$ cat src/rtl/chacha_sequencer.sv
// Control sequencer for a 16-word ChaCha core: loads one block from the host,
// runs ROUNDS core rounds, then drains the permuted words back to the host.
module chacha_sequencer #(
    parameter int ROUNDS = 20,
    parameter int CNT_W  = 16
) (
    input  logic             clk,
    input  logic             rst,
    input  logic             start,
    input  logic             abort,
    input  logic             in_valid,
    output logic             in_ready,
    input  logic [31:0]      in_data,
    output logic             out_valid,
    input  logic             out_ready,
    output logic [31:0]      out_data,
    output logic             busy,
    output logic             done,
    output logic [CNT_W-1:0] block_count,
    output logic [31:0]      core_data_in,
    output logic [3:0]       core_addr,
    output logic             core_write_n,
    output logic             core_round_n,
    input  logic [31:0]      core_data_out
);

    localparam int RND_W = $clog2(ROUNDS);

    typedef enum logic [1:0] {
        IDLE,
        LOAD,
        ROUND,
        DRAIN
    } state_t;

    state_t           state, state_next;
    logic [3:0]       idx, idx_next;
    logic [RND_W-1:0] rnd, rnd_next;
    logic             done_next;
    logic             load_hs;
    logic             drain_hs;

    assign load_hs  = (state == LOAD) && in_valid;
    assign drain_hs = (state == DRAIN) && out_ready;

    always_ff @(posedge clk or posedge rst) begin
        if (rst) begin
            state       <= IDLE;
            idx         <= 4'd0;
            rnd         <= '0;
            done        <= 1'b0;
            block_count <= '0;
        end else begin
            state <= state_next;
            idx   <= idx_next;
            rnd   <= rnd_next;
            done  <= done_next;
            if (done_next) begin
                block_count <= block_count + CNT_W'(1);
            end
        end
    end

    always_comb begin
        state_next = state;
        idx_next   = idx;
        rnd_next   = rnd;
        done_next  = 1'b0;
        case (state)
            IDLE: begin
                if (start) begin
                    state_next = LOAD;
                    idx_next   = 4'd0;
                end
            end
            LOAD: begin
                if (load_hs) begin
                    if (idx == 4'd15) begin
                        state_next = ROUND;
                        idx_next   = 4'd0;
                        rnd_next   = '0;
                    end else begin
                        idx_next = idx + 4'd1;
                    end
                end
            end
            ROUND: begin
                if (rnd == RND_W'(ROUNDS - 1)) begin
                    state_next = DRAIN;
                    idx_next   = 4'd0;
                    rnd_next   = '0;
                end else begin
                    rnd_next = rnd + RND_W'(1);
                end
            end
            DRAIN: begin
                if (drain_hs) begin
                    if (idx == 4'd15) begin
                        state_next = IDLE;
                        idx_next   = 4'd0;
                        done_next  = 1'b1;
                    end else begin
                        idx_next = idx + 4'd1;
                    end
                end
            end
            default: state_next = IDLE;
        endcase
        // Abort overrides everything, but the handshake in this cycle still lands in the core or host.
        if (abort) begin
            state_next = IDLE;
            idx_next   = 4'd0;
            rnd_next   = '0;
            done_next  = 1'b0;
        end
    end

    assign in_ready     = (state == LOAD);
    assign out_valid    = (state == DRAIN);
    assign busy         = (state != IDLE);
    assign core_write_n = !load_hs;
    assign core_round_n = (state != ROUND);
    assign core_addr    = ((state == LOAD) || (state == DRAIN)) ? idx : 4'd0;
    assign core_data_in = (state == LOAD) ? in_data : 32'd0;
    assign out_data     = out_valid ? core_data_out : 32'd0;

endmodule

$ cat config.mk
export PLATFORM = sky130hd
export DESIGN_NAME = chacha_sequencer
export DESIGN_NICKNAME = d
export VERILOG_FILES = /design/src/rtl/chacha_sequencer.sv
export SDC_FILE = /design/constraint.sdc
export NUM_CORES = 1
export LEC_CHECK = 0
export CAP_MARGIN = 20
export CORE_ASPECT_RATIO = 0.75
export CORE_MARGIN = 2
export CORE_UTILIZATION = 38
export DETAILED_ROUTE_END_ITERATION = 12
export DONT_BUFFER_PORTS = 1
export PLACE_DENSITY = 0.51
export SETUP_SLACK_MARGIN = 0.15
export SLEW_MARGIN = 0
export SYNTH_ARGS = -nofsm -noshare
export SYNTH_HDL_FRONTEND = slang
export SYNTH_SLANG_ARGS = --single-unit
$ cat constraint.sdc
create_clock -name clk -period 2.2 [get_ports clk]
set_input_delay 0.11 -clock clk [delete_from_list [all_inputs] [get_ports clk]]
set_output_delay 0.11 -clock clk [all_outputs]
set_load 0.05 [all_outputs]
**Word level (Yosys, flattened, before mapping)**

Index checks and enable logic that the tools add are counted.

- Register bits: 28
- Logic and storage cells: 57
- Output and inout port bits: 90
- Input bits: 70

- Equality and inequality tests: 12
- Reductions and logical operators: 10
- Multiplexer cells: 27
- $add $sub $neg: 3

Operators by type and width:

| cell | number |
|---|---|
| $mux W32 | 2 |
| $mux W4 | 7 |
| $mux W5 | 4 |
| $add A16 B1 Y16 const B | 1 |
| $pmux W4 S4 | 1 |
| $mux W2 | 7 |
| $ne A3 B2 Y1 const B | 4 |
| $pmux W5 S2 | 1 |
| $pmux W2 S4 | 1 |
| $ne A3 B3 Y1 const B | 2 |
| $reduce_and A6 Y1 | 1 |
| $add A5 B1 Y5 const B | 1 |
| $eq A5 B5 Y1 const B | 1 |
| $add A4 B1 Y4 const B | 1 |
| $eq A2 B2 Y1 const B | 2 |
| $eq A4 B4 Y1 const B | 1 |
| $mux W1 | 4 |
| $reduce_and A4 Y1 | 1 |
| $reduce_and A3 Y1 | 1 |
| $reduce_bool A3 Y1 | 1 |
| $eq A2 B1 Y1 const B | 1 |
| $logic_and A1 B1 Y1 | 2 |
| $logic_not A2 Y1 | 1 |
| $ne A2 B2 Y1 const B | 1 |
| other kinds (3) | 3 |

**Longest topological paths before layout**

- Depth after elaboration: 5
- Mapped depth: 7
- Mapped depth without buffers: 6

**Worst setup path before layout**

Ideal clock, no wire load.

- Path type: flip-flop to flip-flop
- From: register state[1]
- To: register rnd[4]
- Clock period less this slack: 2.379 ns
- Arrival time: 2.313 ns
- Path slack: -0.179 ns
- Buffers on the path: 1
- Setup time: 0.066 ns
- Required time: 2.134 ns
- Cell stages (with the launch flop): 8
- Cell sequence: dfrtp_1 > inv_1 > ha_1 > buf_2 > nand2_1 > o221a_4 > o41ai_2 > a22o_1

- Longest elaborated chain between the ends: 4
- Elaborated cells on any way between the ends: 9
- Classes of those cells: eq/ne (4); mux (2); reduce/logical (3)

Ends and longest elaborated chain:

| what | line | RTL |
|---|---|---|
| start: declaration | 36 | `state_t state, state_next;` |
| start signal: assignment | 54 | `state <= state_next;` |
| $eq A2 B1 Y1 (*) | n/a |  |
| named net in_ready | 12 | `output logic in_ready,` |
| $logic_and A1 B1 Y1 | 43 | `assign load_hs = (state == LOAD) && in_valid;` |
| $ne A3 B2 Y1 (no line) | n/a |  |
| $reduce_and A3 Y1 (no line) | n/a |  |
| end signal: assignment | 56 | `rnd <= rnd_next;` |
| end: declaration | 38 | `logic [RND_W-1:0] rnd, rnd_next;` |

Mark *: on every way through the listed nets, which the timed path passes. The rest lies on a longest branch.
A chain may end at the register's enable or synchronous reset.

**Worst setup path in the final report**

- From: register state[1]
- To: output core_data_in[10]

- Longest elaborated chain between the ends: 2

Ends and longest elaborated chain:

| what | line | RTL |
|---|---|---|
| $eq A2 B1 Y1 | 124 | `assign core_data_in = (state == LOAD) ? in_data : 32'd0;` |
| $mux W32 | 124 |  |
| end: declaration | 20 | `output logic [31:0] core_data_in,` |

Every way passes these cells.

==> impl_summary.log <==
[metrics] Total Routing Usage GR: 17.6%
[metrics] clock share of power: 16.0%
[metrics] CP Data Required Time: 2.09 ns
[metrics] Final Worst Setup Slack: 0.276 ns
[metrics] P per Cell Area: 988 nW/um2
[metrics] number of synthesized flops with an enable pin: 0
[metrics] First DRT Iteration DRCs: 65
[metrics] setup skew after layout: 0.00518 ns
[metrics] number of diodes: 0
[metrics] Routed Wire Length: 5150 um
[metrics] die outline height: 66.6 um
[metrics] fraction of final layout cells with drive strength greater than 1: 39.5%
[metrics] total die area: 5820 um2
[metrics] Post-Place Cell Area: 2470 um2
[metrics] Post-Place Setup Slack: 0.452 ns
[metrics] met1 layer usage reported by global route: 21.8%
[metrics] cell-internal power: 1.16 mW
[metrics] share of synthesized area occupied by flip-flops and latches: 35.3%
[metrics] buffers added on ports: 0
[metrics] area of combinational cells with multiple inputs: 1260 um2
[metrics] Tcrit/Tclk final: 87.5%
[metrics] syn nets: 290
[metrics] share of synthesized flip-flops with an asynchronous set or reset: 100%
[metrics] slew margin rel.: 65.4%
[metrics] synthesis-to-finish area growth: 30.5%
[metrics] chain of cells forming the critical path: inv_1 > ha_2 > buf_4 > and2_2
[metrics] Clk Tree Root Cell: sky130_fd_sc_hd__clkbuf_8
[metrics] category of cells accounting for the largest share of critical-path delay: buffers and inverters
[metrics] number of instances in the synthesized netlist: 213
[metrics] Synth top area share: 35.3%
[metrics] post-synthesis instance area: 1980 um2
[metrics] Hold Crit Class: input port to register
[metrics] worst stage delay on the critical path: 0.42 ns
[metrics] clock transition time at the flip-flop clock pins of the worst setup and hold paths: 0.10 ns
[metrics] cts bufs inserted: 3
[metrics] run status: finished clean
[metrics] TritonCTS clock tree: built
[metrics] GR peak layer: met2
[metrics] count of state elements after synthesis: 28
[metrics] largest voltage drop on the vdd net: 491 uV
[metrics] cell accounting for the most synthesized area: sky130_fd_sc_hd__dfrtp_1
[metrics] endpoints failing hold: 0
[metrics] clock latency on the worst-skew pair: 0.28 ns
[metrics] slew at the pin closest to its max-slew limit: 0.519 ns
[metrics] number of top-level pins: 160
[metrics] vias in the first global route: 1648
[metrics] wire length of the first global-routing pass: 7990 um
[metrics] standard cell core area: 4950 um2
[metrics] largest net degree at the start of global routing: 34
[metrics] Die Span X: 87.4 um
[metrics] starting density of the core: 40.1%
[metrics] Ys Warns: 0
[metrics] top cells by instance count after synthesis: sky130_fd_sc_hd__and2_1, sky130_fd_sc_hd__dfrtp_1, sky130_fd_sc_hd__xnor2_1, sky130_fd_sc_hd__inv_1, sky130_fd_sc_hd__nand2_1
[metrics] number of buffer and inverter stages on the critical path: 2
[metrics] CP max-delay cell: sky130_fd_sc_hd__dfrtp_1
[metrics] net switching fraction of the power: 54.7%
[metrics] arrival time reported for the critical path endpoint: 1.81 ns
[metrics] global routing usage on met2: 31.3%
[metrics] buffer levels on the longest clock path: 2
[metrics] Flop pwr share: 22.4%
[metrics] Setup violations, final: 0
[metrics] path type of the worst setup path: register to primary output
[metrics] global route overflow: 0
[metrics] Non-Filler Cell Area, Final: 2590 um2
[metrics] initial antenna violation count: 0
[metrics] Vias per Instance: 5.18
[metrics] net switching power: 1.40 mW
[metrics] biggest fanout along the worst timing path: 33
[metrics] HPWL Detailed: 4120 um
[metrics] First-pass DRT Iterations: 4
[metrics] count of different cell masters after synthesis: 43
[metrics] weighted congestion at the end of routability-driven global placement: 0.741
[metrics] relative contribution of combinational cells to total power: 61.6%
[metrics] pins over their slew limit: 0
[metrics] Final Critical Period: 1.92 ns
[metrics] RSZ-0062 raised after global routing: false
[metrics] Sink Count: 28
[metrics] Storage cell area: 701 um2
[metrics] drt drc: 0
[metrics] post-layout net count: 341
[metrics] Critical Path Start Type: register
[metrics] via count: 1673
[metrics] maximum achievable frequency: 520 MHz
[metrics] FILL cells: 473
[metrics] most instantiated library cell after synthesis: sky130_fd_sc_hd__and2_1
[metrics] GR Layer Usage met3: 4.09%
[metrics] wire per inst: 15.9 um
[metrics] H-tree depth reported by CTS: 1
[metrics] worst hold slack across all endpoints: 0.0386 ns
[metrics] Core Rows: 22
[metrics] remaining antenna violation count after routing: 0
[metrics] max_cap viols: 0
[metrics] Lkg Pwr: 1.28 nW
[metrics] Top FF cell, synth: sky130_fd_sc_hd__dfrtp_1
[metrics] Crit. End Element: primary output
[metrics] Avg Cell Area, Syn: 9.32 um2
[metrics] Synth area leaders: sky130_fd_sc_hd__dfrtp_1, sky130_fd_sc_hd__and2_1, sky130_fd_sc_hd__xnor2_1, sky130_fd_sc_hd__ha_1, sky130_fd_sc_hd__nand4_1
[metrics] Fin Setup TNS: 0 ns
-- cells by family (layout without fill, tap and decap cells) --
logic type | Yosys count | in the layout | synth area share, %
buf+inv | 18 | 68 | 3.53
flops | 28 | 28 | 35.3
simple gates | 124 | 124 | 40.3
mux | 5 | 5 | 2.71
xor+xnor | 15 | 15 | 6.62
compound gates | 16 | 16 | 7.13
fa+ha+maj | 7 | 7 | 4.41
-- metal layers --
layer  share of wire [%]  wire, um
met5                   0         0
met4                0.56        29
met1                  42      2150
met3                 6.2       318
met2                  52      2650
-- per-stage QoR --
stage,instances,util [%],power [mW]
floorplan,213,-,1.90
global placement,318,49.8,2.10
detailed placement,318,49.8,2.12
CTS,323,51.5,2.53
global route,323,52.2,2.68
finish,323,52.2,2.56
-- power by group through the flow --
stage	registers, mW	logic (mW)	clock network (mW)
floorplan	0.576	1.32	0
global placement	0.579	1.52	0
detailed placement	0.583	1.54	0
CTS	0.572	1.55	0.417
global route	0.579	1.66	0.438
finish	0.572	1.58	0.409
-- worst register-to-register path, stage by stage, from the launching register on --
cell and delay, ns:
sky130_fd_sc_hd__dfrtp_1 0.42, sky130_fd_sc_hd__ha_1 0.29, sky130_fd_sc_hd__nor2_2 0.33, sky130_fd_sc_hd__nor3_1 0.15
sky130_fd_sc_hd__nor3_2 0.27, sky130_fd_sc_hd__mux2i_1 0.25
-- sequential cells by signal, indices dropped and copies added, names as in the netlist --
register	flops
idx	4
rnd	5
done	1
state	2
block_count	16
-- layout by cell type, fill, tap and decap left out, types with 2 or more instances in the layout --
cell type,Yosys,final
sky130_fd_sc_hd__and2_1,65,33
sky130_fd_sc_hd__and2_2,0,32
sky130_fd_sc_hd__and4_1,2,2
sky130_fd_sc_hd__buf_12,0,3
sky130_fd_sc_hd__buf_4,0,50
sky130_fd_sc_hd__clkbuf_8,0,3
sky130_fd_sc_hd__dfrtp_1,28,28
sky130_fd_sc_hd__ha_1,7,6
sky130_fd_sc_hd__inv_1,10,10
sky130_fd_sc_hd__mux2_1,2,2
sky130_fd_sc_hd__mux2i_1,2,2
sky130_fd_sc_hd__nand2_1,9,8
sky130_fd_sc_hd__nand2b_1,4,4
sky130_fd_sc_hd__nand3_1,6,6
sky130_fd_sc_hd__nand4_1,7,7
sky130_fd_sc_hd__nor2_1,6,6
sky130_fd_sc_hd__nor2_2,2,2
sky130_fd_sc_hd__nor2b_1,7,7
sky130_fd_sc_hd__nor3_2,2,2
sky130_fd_sc_hd__nor3b_1,2,2
sky130_fd_sc_hd__nor4_1,2,2
sky130_fd_sc_hd__o21ai_0,4,4
sky130_fd_sc_hd__o31ai_1,3,3
sky130_fd_sc_hd__xnor2_1,11,11
sky130_fd_sc_hd__xor2_1,4,4
-- worst paths after layout --
| path | start | to | slack (ns) | cells after the start |
|---|---|---|---|---|
| worst min-delay path | abort | rnd[1] | 0.04 | 3 |
| worst max-delay path | state[1] | core_data_in[10] | 0.28 | 4 |
| worst max register to register | state[0] | state[1] | 0.42 | 5 |
| max in group asynchronous | rst | block_count[5] | 1.59 | 3 |
| min in group asynchronous | rst | block_count[9] | 0.33 | 3 |
| worst min register to register | rnd[0] | rnd[0] | 0.52 | 1 |
-- cell type report --
cell class | instances | share of cell area, %
tap | 60 | 2.90
timing repair buffer | 54 | 17.2
sequential | 28 | 27.1
inverter | 10 | 1.45
clock buffer | 3 | 1.59
clock inverter | 1 | 1.16
multi-input combinational | 167 | 48.6
-- what timing repair did --
action,CTS,global route
gates cloned,0,0
endpoints found under the hold margin,28,0
resized for setup,1,31
hold buffers,1,0
setup endpoints to repair,1,32
setup buffers,0,0
Note: power is estimated with default switching activity, not from simulation.
